## src/rtl/pipe_ctrl_pkg.sv

```systemverilog
//==============================================================================
// Module      : pipe_ctrl_pkg
// Description : Shared types for the pipeline stall/flush sequencer:
//               controller state encoding, register-zero index and the
//               bundle of stall/flush control bits.
// Revision    : 1.0 - initial release
//==============================================================================
`default_nettype none

package pipe_ctrl_pkg;

    // Sequencer states
    typedef enum logic [1:0] {
        RUN        = 2'd0,
        TRAP_FLUSH = 2'd1,
        WFI_SLEEP  = 2'd2
    } pipe_state_e;

    // x0 is hard-wired to zero, so a write to it never creates a hazard
    localparam logic [4:0] REG_ZERO = 5'd0;

    // Stall (active-low enables) and flush controls for the pipeline registers
    typedef struct packed {
        logic pc_stall_n;
        logic if_id_stall_n;
        logic id_ex_stall_n;
        logic if_id_flush;
        logic id_ex_flush;
    } ctrl_out_t;

endpackage

`default_nettype wire

```

## src/rtl/pipeline_ctrl_hazard_detect.sv

```systemverilog
//==============================================================================
// Module      : hazard_detect
// Description : Purely combinational load-use comparator. Flags when the ID
//               instruction reads a register that the load in EX is about
//               to write.
// Revision    : 1.0 - initial release
//==============================================================================
`default_nettype none

module hazard_detect
    import pipe_ctrl_pkg::*;
(
    input  logic       ex_load_i,
    input  logic       ex_reg_wen_i,
    input  logic [4:0] ex_rd_addr_i,
    input  logic       id_rs1_ren_i,
    input  logic       id_rs2_ren_i,
    input  logic [4:0] id_rs1_addr_i,
    input  logic [4:0] id_rs2_addr_i,
    output logic       load_use_o
);

    logic ld_writes_reg;
    logic rs1_hit;
    logic rs2_hit;

    assign ld_writes_reg = ex_load_i && ex_reg_wen_i && (ex_rd_addr_i != REG_ZERO);
    assign rs1_hit       = id_rs1_ren_i && (id_rs1_addr_i == ex_rd_addr_i);
    assign rs2_hit       = id_rs2_ren_i && (id_rs2_addr_i == ex_rd_addr_i);
    assign load_use_o    = ld_writes_reg && (rs1_hit || rs2_hit);

endmodule

`default_nettype wire

```

## src/rtl/pipeline_ctrl.sv

```systemverilog
//==============================================================================
// Module      : pipeline_ctrl
// Description : Central stall/flush sequencer for the 3-stage core (IF, ID,
//               EX). Resolves bus wait states, trap entry, taken branches,
//               load-use hazards and WFI sleep with one fixed priority.
//               Control outputs are combinational from state and inputs.
//               Optional performance counters are built when the macro
//               PIPE_CTRL_PERF_CNT_EN is defined; otherwise the counter
//               outputs are tied to zero.
// Revision    : 1.0 - initial release
//==============================================================================
`default_nettype none

module pipeline_ctrl
    import pipe_ctrl_pkg::*;
#(
    parameter int unsigned TRAP_FLUSH_CYCLES = 2,
    parameter int unsigned STALL_CNT_W       = 32
) (
    input  logic                   clk,
    input  logic                   rst_sync,
    input  logic                   id_rs1_ren,
    input  logic                   id_rs2_ren,
    input  logic [4:0]             id_rs1_addr,
    input  logic [4:0]             id_rs2_addr,
    input  logic                   ex_load,
    input  logic                   ex_reg_wen,
    input  logic [4:0]             ex_rd_addr,
    input  logic                   mem_busy,
    input  logic                   branch_taken_ex,
    input  logic                   trap_req,
    input  logic                   wfi_id,
    input  logic                   irq_pending,
    output logic                   pc_stall_n,
    output logic                   if_id_stall_n,
    output logic                   id_ex_stall_n,
    output logic                   if_id_flush,
    output logic                   id_ex_flush,
    output logic                   sleeping,
    output logic [STALL_CNT_W-1:0] stall_cycles,
    output logic [STALL_CNT_W-1:0] flush_events
);

    // Remaining TRAP_FLUSH cycles after the entry cycle itself
    localparam logic [3:0] TRAP_CNT_INIT  = 4'(TRAP_FLUSH_CYCLES - 1);
    // A one-cycle trap flush is fully covered by the entry cycle
    localparam logic       TRAP_NEEDS_ST  = (TRAP_FLUSH_CYCLES > 1);

    localparam ctrl_out_t CTRL_RUN    = '{pc_stall_n: 1'b1, if_id_stall_n: 1'b1,
                                          id_ex_stall_n: 1'b1, if_id_flush: 1'b0,
                                          id_ex_flush: 1'b0};
    localparam ctrl_out_t CTRL_FLUSH  = '{pc_stall_n: 1'b1, if_id_stall_n: 1'b1,
                                          id_ex_stall_n: 1'b1, if_id_flush: 1'b1,
                                          id_ex_flush: 1'b1};
    localparam ctrl_out_t CTRL_FREEZE = '{pc_stall_n: 1'b0, if_id_stall_n: 1'b0,
                                          id_ex_stall_n: 1'b0, if_id_flush: 1'b0,
                                          id_ex_flush: 1'b0};
    localparam ctrl_out_t CTRL_BUBBLE = '{pc_stall_n: 1'b0, if_id_stall_n: 1'b0,
                                          id_ex_stall_n: 1'b1, if_id_flush: 1'b0,
                                          id_ex_flush: 1'b1};

    pipe_state_e state_q, state_d;
    logic [3:0]  flush_cnt_q, flush_cnt_d;
    ctrl_out_t   ctrl;
    logic        sleep_out;
    logic        load_use;
    logic        any_stall;
    logic        any_flush;

    hazard_detect u_hazard_detect (
        .ex_load_i     (ex_load),
        .ex_reg_wen_i  (ex_reg_wen),
        .ex_rd_addr_i  (ex_rd_addr),
        .id_rs1_ren_i  (id_rs1_ren),
        .id_rs2_ren_i  (id_rs2_ren),
        .id_rs1_addr_i (id_rs1_addr),
        .id_rs2_addr_i (id_rs2_addr),
        .load_use_o    (load_use)
    );

    // State and trap-flush counter registers
    always_ff @(posedge clk) begin
        if (rst_sync) begin
            state_q     <= RUN;
            flush_cnt_q <= 4'd0;
        end else begin
            state_q     <= state_d;
            flush_cnt_q <= flush_cnt_d;
        end
    end

    // Next-state and control-output decode, fixed priority inside RUN
    always_comb begin
        state_d     = state_q;
        flush_cnt_d = flush_cnt_q;
        ctrl        = CTRL_RUN;
        sleep_out   = 1'b0;

        if (rst_sync) begin
            ctrl        = CTRL_FLUSH;
            state_d     = RUN;
            flush_cnt_d = 4'd0;
        end else begin
            case (state_q)
                RUN: begin
                    if (mem_busy) begin
                        // Bus access is never abandoned; a trap waits behind it
                        ctrl = CTRL_FREEZE;
                    end else if (trap_req) begin
                        ctrl = CTRL_FLUSH;
                        if (TRAP_NEEDS_ST) begin
                            state_d     = TRAP_FLUSH;
                            flush_cnt_d = TRAP_CNT_INIT;
                        end
                    end else if (branch_taken_ex) begin
                        // The ID instruction is discarded, so a hazard is moot
                        ctrl = CTRL_FLUSH;
                    end else if (load_use) begin
                        ctrl = CTRL_BUBBLE;
                    end else if (wfi_id) begin
                        state_d = WFI_SLEEP;
                    end
                end

                TRAP_FLUSH: begin
                    ctrl = CTRL_FLUSH;
                    if (flush_cnt_q <= 4'd1) begin
                        flush_cnt_d = 4'd0;
                        state_d     = RUN;
                    end else begin
                        flush_cnt_d = flush_cnt_q - 4'd1;
                    end
                end

                WFI_SLEEP: begin
                    if (trap_req) begin
                        ctrl = CTRL_FLUSH;
                        if (TRAP_NEEDS_ST) begin
                            state_d     = TRAP_FLUSH;
                            flush_cnt_d = TRAP_CNT_INIT;
                        end else begin
                            state_d = RUN;
                        end
                    end else if (irq_pending) begin
                        // Wake cycle: pipe stays frozen, sleeping already low
                        ctrl    = CTRL_FREEZE;
                        state_d = RUN;
                    end else begin
                        // Hold stall_n low so the in-flight WFI is not cleared
                        ctrl      = CTRL_FREEZE;
                        sleep_out = 1'b1;
                    end
                end

                default: begin
                    state_d     = RUN;
                    flush_cnt_d = 4'd0;
                end
            endcase
        end
    end

    assign pc_stall_n    = ctrl.pc_stall_n;
    assign if_id_stall_n = ctrl.if_id_stall_n;
    assign id_ex_stall_n = ctrl.id_ex_stall_n;
    assign if_id_flush   = ctrl.if_id_flush;
    assign id_ex_flush   = ctrl.id_ex_flush;
    assign sleeping      = sleep_out;

    assign any_stall = !(ctrl.pc_stall_n && ctrl.if_id_stall_n && ctrl.id_ex_stall_n);
    assign any_flush = ctrl.if_id_flush || ctrl.id_ex_flush;

`ifdef PIPE_CTRL_PERF_CNT_EN
    logic [STALL_CNT_W-1:0] stall_cnt_q, stall_cnt_d;
    logic [STALL_CNT_W-1:0] flush_evt_q, flush_evt_d;
    logic                   flush_prev_q;

    // Counter increments; reset cycles never count
    always_comb begin
        stall_cnt_d = stall_cnt_q;
        flush_evt_d = flush_evt_q;
        if (any_stall) begin
            stall_cnt_d = stall_cnt_q + STALL_CNT_W'(1);
        end
        if (any_flush && !flush_prev_q) begin
            flush_evt_d = flush_evt_q + STALL_CNT_W'(1);
        end
    end

    // Performance counter registers, wrapping naturally
    always_ff @(posedge clk) begin
        if (rst_sync) begin
            stall_cnt_q  <= '0;
            flush_evt_q  <= '0;
            flush_prev_q <= 1'b0;
        end else begin
            stall_cnt_q  <= stall_cnt_d;
            flush_evt_q  <= flush_evt_d;
            flush_prev_q <= any_flush;
        end
    end

    assign stall_cycles = stall_cnt_q;
    assign flush_events = flush_evt_q;
`else
    assign stall_cycles = '0;
    assign flush_events = '0;
`endif

endmodule

`default_nettype wire

```

## config.mk

```make
export PLATFORM = sky130hd
export DESIGN_NAME = pipeline_ctrl
export DESIGN_NICKNAME = d
export VERILOG_FILES = /design/src/rtl/pipe_ctrl_pkg.sv /design/src/rtl/pipeline_ctrl_hazard_detect.sv /design/src/rtl/pipeline_ctrl.sv
export SDC_FILE = /design/constraint.sdc
export NUM_CORES = 1
export LEC_CHECK = 0
export BUFFER_PORTS_ARGS = -buffer_cell sky130_fd_sc_hd__buf_2
export CORE_MARGIN = 1
export CORE_UTILIZATION = 38
export CTS_BUF_LIST = sky130_fd_sc_hd__clkbuf_2 sky130_fd_sc_hd__clkbuf_4 sky130_fd_sc_hd__clkbuf_8
export DETAILED_ROUTE_END_ITERATION = 8
export HOLD_SLACK_MARGIN = 0.08
export PLACE_DENSITY = 0.83
export SKIP_LAST_GASP = 1
export SYNTH_ARGS = -nofsm -noshare
export SYNTH_HDL_FRONTEND = slang
export SYNTH_SLANG_ARGS = --single-unit
```

## constraint.sdc

```tcl
create_clock -name clk -period 2 [get_ports clk]
set_input_delay 0.1 -clock clk [delete_from_list [all_inputs] [get_ports clk]]
set_output_delay 0.1 -clock clk [all_outputs]
set_load 0.03 [all_outputs]
```

==> results.json <==
{
  "synth_edf_count": 0,
  "layout-drive-gt1-share": 0.241,
  "nets": 192,
  "coreArea_um2": 2500,
  "setup-tns-final_ns": 0,
  "htreeDepth": 1,
  "rsz0062_at_grt": "false",
  "filler_cell_count": 283,
  "die_area_um2": 2900,
  "antenna_cells": 0,
  "dp_cells": 189,
  "area_delta_synth_final_pct": -4.65,
  "syn_avg_cell_area_um2": 7.75,
  "grt_max_degree": 11,
  "final_cells": 192,
  "max_stage_delay_ns": 0.50,
  "ys_seq_area_frac": 0.117,
  "synth_mux_area_frac": 0,
  "fp-row-count": 18,
  "post-route-drc-count": 0,
  "status": "finished clean",
  "synthFlopType": "dfxtp_1",
  "async_flop_share": 0,
  "synth_area_um2": 1020,
  "ctsHoldBuffers": 0,
  "setup_viol": 0,
  "drt_pass1_iterations": 2,
  "yosys.area_share.adder": 0.0244,
  "cp.required_ns": 2.18,
  "hold_violations": 0,
  "period_share": 0.828,
  "cp_num_buf_inv": 1,
  "crit_path_top_delay_cell": "or4_1",
  "synth_cells": 132,
  "cts_tree": "yes",
  "cp-end-kind": "register",
  "final_cell_mix": "conb_1, buf_2, xnor2_1",
  "yosysWarnings": 0,
  "peakVddDrop_uv": 301,
  "slew_violations": 0,
  "crit_chain": "inv_1 > ha_1 > nor2_1 > o311ai_2 > or4_1 > a21oi_1",
  "arrival_ns": 1.84,
  "p_per_area_nw_per_um2": 536,
  "synth_xor_xnor_area_share": 0.0856,
  "grt.total_usage": 0.107,
  "die_h_um": 53.9,
  "drv_cap": 0,
  "hpwl_um": 1320,
  "start_kind": "register",
  "fmax_ghz": 0.604,
  "final_common_cell": "conb_1",
  "worstPathMaxFanout": 6,
  "cellLeakagePower_nw": 0.509,
  "cts_max_path_buffers": 2,
  "synth_compound_area_frac": 0.137,
  "via_per_inst": 3.83,
  "synth_top_family_by_area": "buffers and inverters",
  "crit_type": "register to register",
  "gp_congestion": 0.792,
  "synth_top_area_frac": 0.484,
  "antenna_found_initial": 0,
  "hold_path.class": "input port to register",
  "cp_top_family": "simple AND/OR/NAND/NOR gates",
  "io_buffers": 31,
  "drtAntennaViolNets": 0,
  "initial_core_util": 0.409,
  "cts_buffers": 3,
  "io_pins": 96,
  "drt-total-wl_um": 1560,
  "ys_ff_latch": 6,
  "post_cts_buffers": 0,
  "synthTopCellsByArea": "buf_4, dfxtp_1, xnor2_1, a21oi_1, ha_1",
  "grt_pass1_wl_um": 2190,
  "clock_sinks": 6,
  "routedWlPerCell_um": 8.15,
  "netlist-cell-type-count": 32,
  "skew_ns": 0.00823,
  "clk_latency_ns": 0.25,
  "grt-ovfl-total": 0,
  "cts_root_buf": "clkbuf_4",
  "cts_resized": 0,
  "min_period_ns": 1.66,
  "grt_pass1_vias": 545,
  "clk_pin_slew_ns": 0.05,
  "register_area_um2": 120,
  "multiInputGateArea_um2": 622,
  "yosys.area_share.simple": 0.126,
  "drtIter0Drc": 5,
  "vias": 736,
  "dieWidth_um": 53.9,
  "yosys.area.top_type": "buf_4"
}
[sequential cells by signal (all words and copies together) (netlist names)]
signal       flops
flush_cnt_q      4
state_q          2
[synthesized netlist by cell type, types with 2 or more instances]
master and count:
nand4_1 2, nor2_1 6, buf_4 66, ha_1 2, xnor2_1 10, dfxtp_1 6
a21oi_1 5, nand2_1 3, inv_1 5, o21ai_0 5
[area by class of cell]
type | count | area share
Multi-Input combinational cell | 117 | 0.637
Timing Repair Buffer | 31 | 0.159
Sequential cell | 6 | 0.123
Tap cell | 30 | 0.0385
Clock buffer | 3 | 0.0231
Inverter | 5 | 0.0192
[per-stage QoR]
step | power (mW) | hold slack [ns] | setup slack, ns | cell area (µm²) | util
2_1_floorplan | 0.460 | 0.253 | 0.0634 | 1260 | -
3_3_place_gp | 0.406 | 0.350 | 0.424 | 953 | 0.381
3_5_place_dp | 0.407 | 0.351 | 0.361 | 953 | 0.381
4_1_cts | 0.525 | 0.0971 | 0.349 | 976 | 0.390
5_1_grt | 0.562 | 0.0905 | 0.215 | 976 | 0.390
6_report | 0.523 | 0.106 | 0.344 | 976 | 0.390
[cells by family after synthesis]
kind of cell             Yosys count
AO/OA/AOI/OAI                     19
XOR/XNOR                          10
adder cells (fa/ha/maj)            2
buffers and inverters             72
flip-flops                         6
other                              1
AND/OR/NAND/NOR                   22
[metal layers]
metal	track usage	wire, µm
met1	0.114	629
met2	0.187	786
met3	0.0508	143
met4	0.0263	4
met5	0	0
[worst register-to-register path, cell delays in order, from the launching register on]
cell	delay, ns
dfxtp_1	0.35
inv_1	0.08
ha_1	0.22
nor2_1	0.16
o311ai_2	0.16
or4_1	0.50
a21oi_1	0.12
[power by group]
| group | switching [mW] | total [mW] | internal [mW] |
|---|---|---|---|
| clock | 0.0469 | 0.115 | 0.0681 |
| sequential | 0.00618 | 0.131 | 0.125 |
| combinational | 0.221 | 0.277 | 0.0562 |
[path summary, 6_finish.rpt]
path	cells after the start	endpoint	slack, ns	from
worst max-delay path	6	flush_cnt_q[3]$_SDFFE_PP0P_	0.34	flush_cnt_q[0]$_SDFFE_PP0P_
worst min-delay path	2	state_q[1]$_SDFFE_PP0P_	0.11	wfi_id
worst max register to register	6	flush_cnt_q[3]$_SDFFE_PP0P_	0.34	flush_cnt_q[0]$_SDFFE_PP0P_
worst min register to register	2	flush_cnt_q[1]$_SDFFE_PP0P_	0.50	flush_cnt_q[1]$_SDFFE_PP0P_
Note: power is estimated with default switching activity, not from simulation.
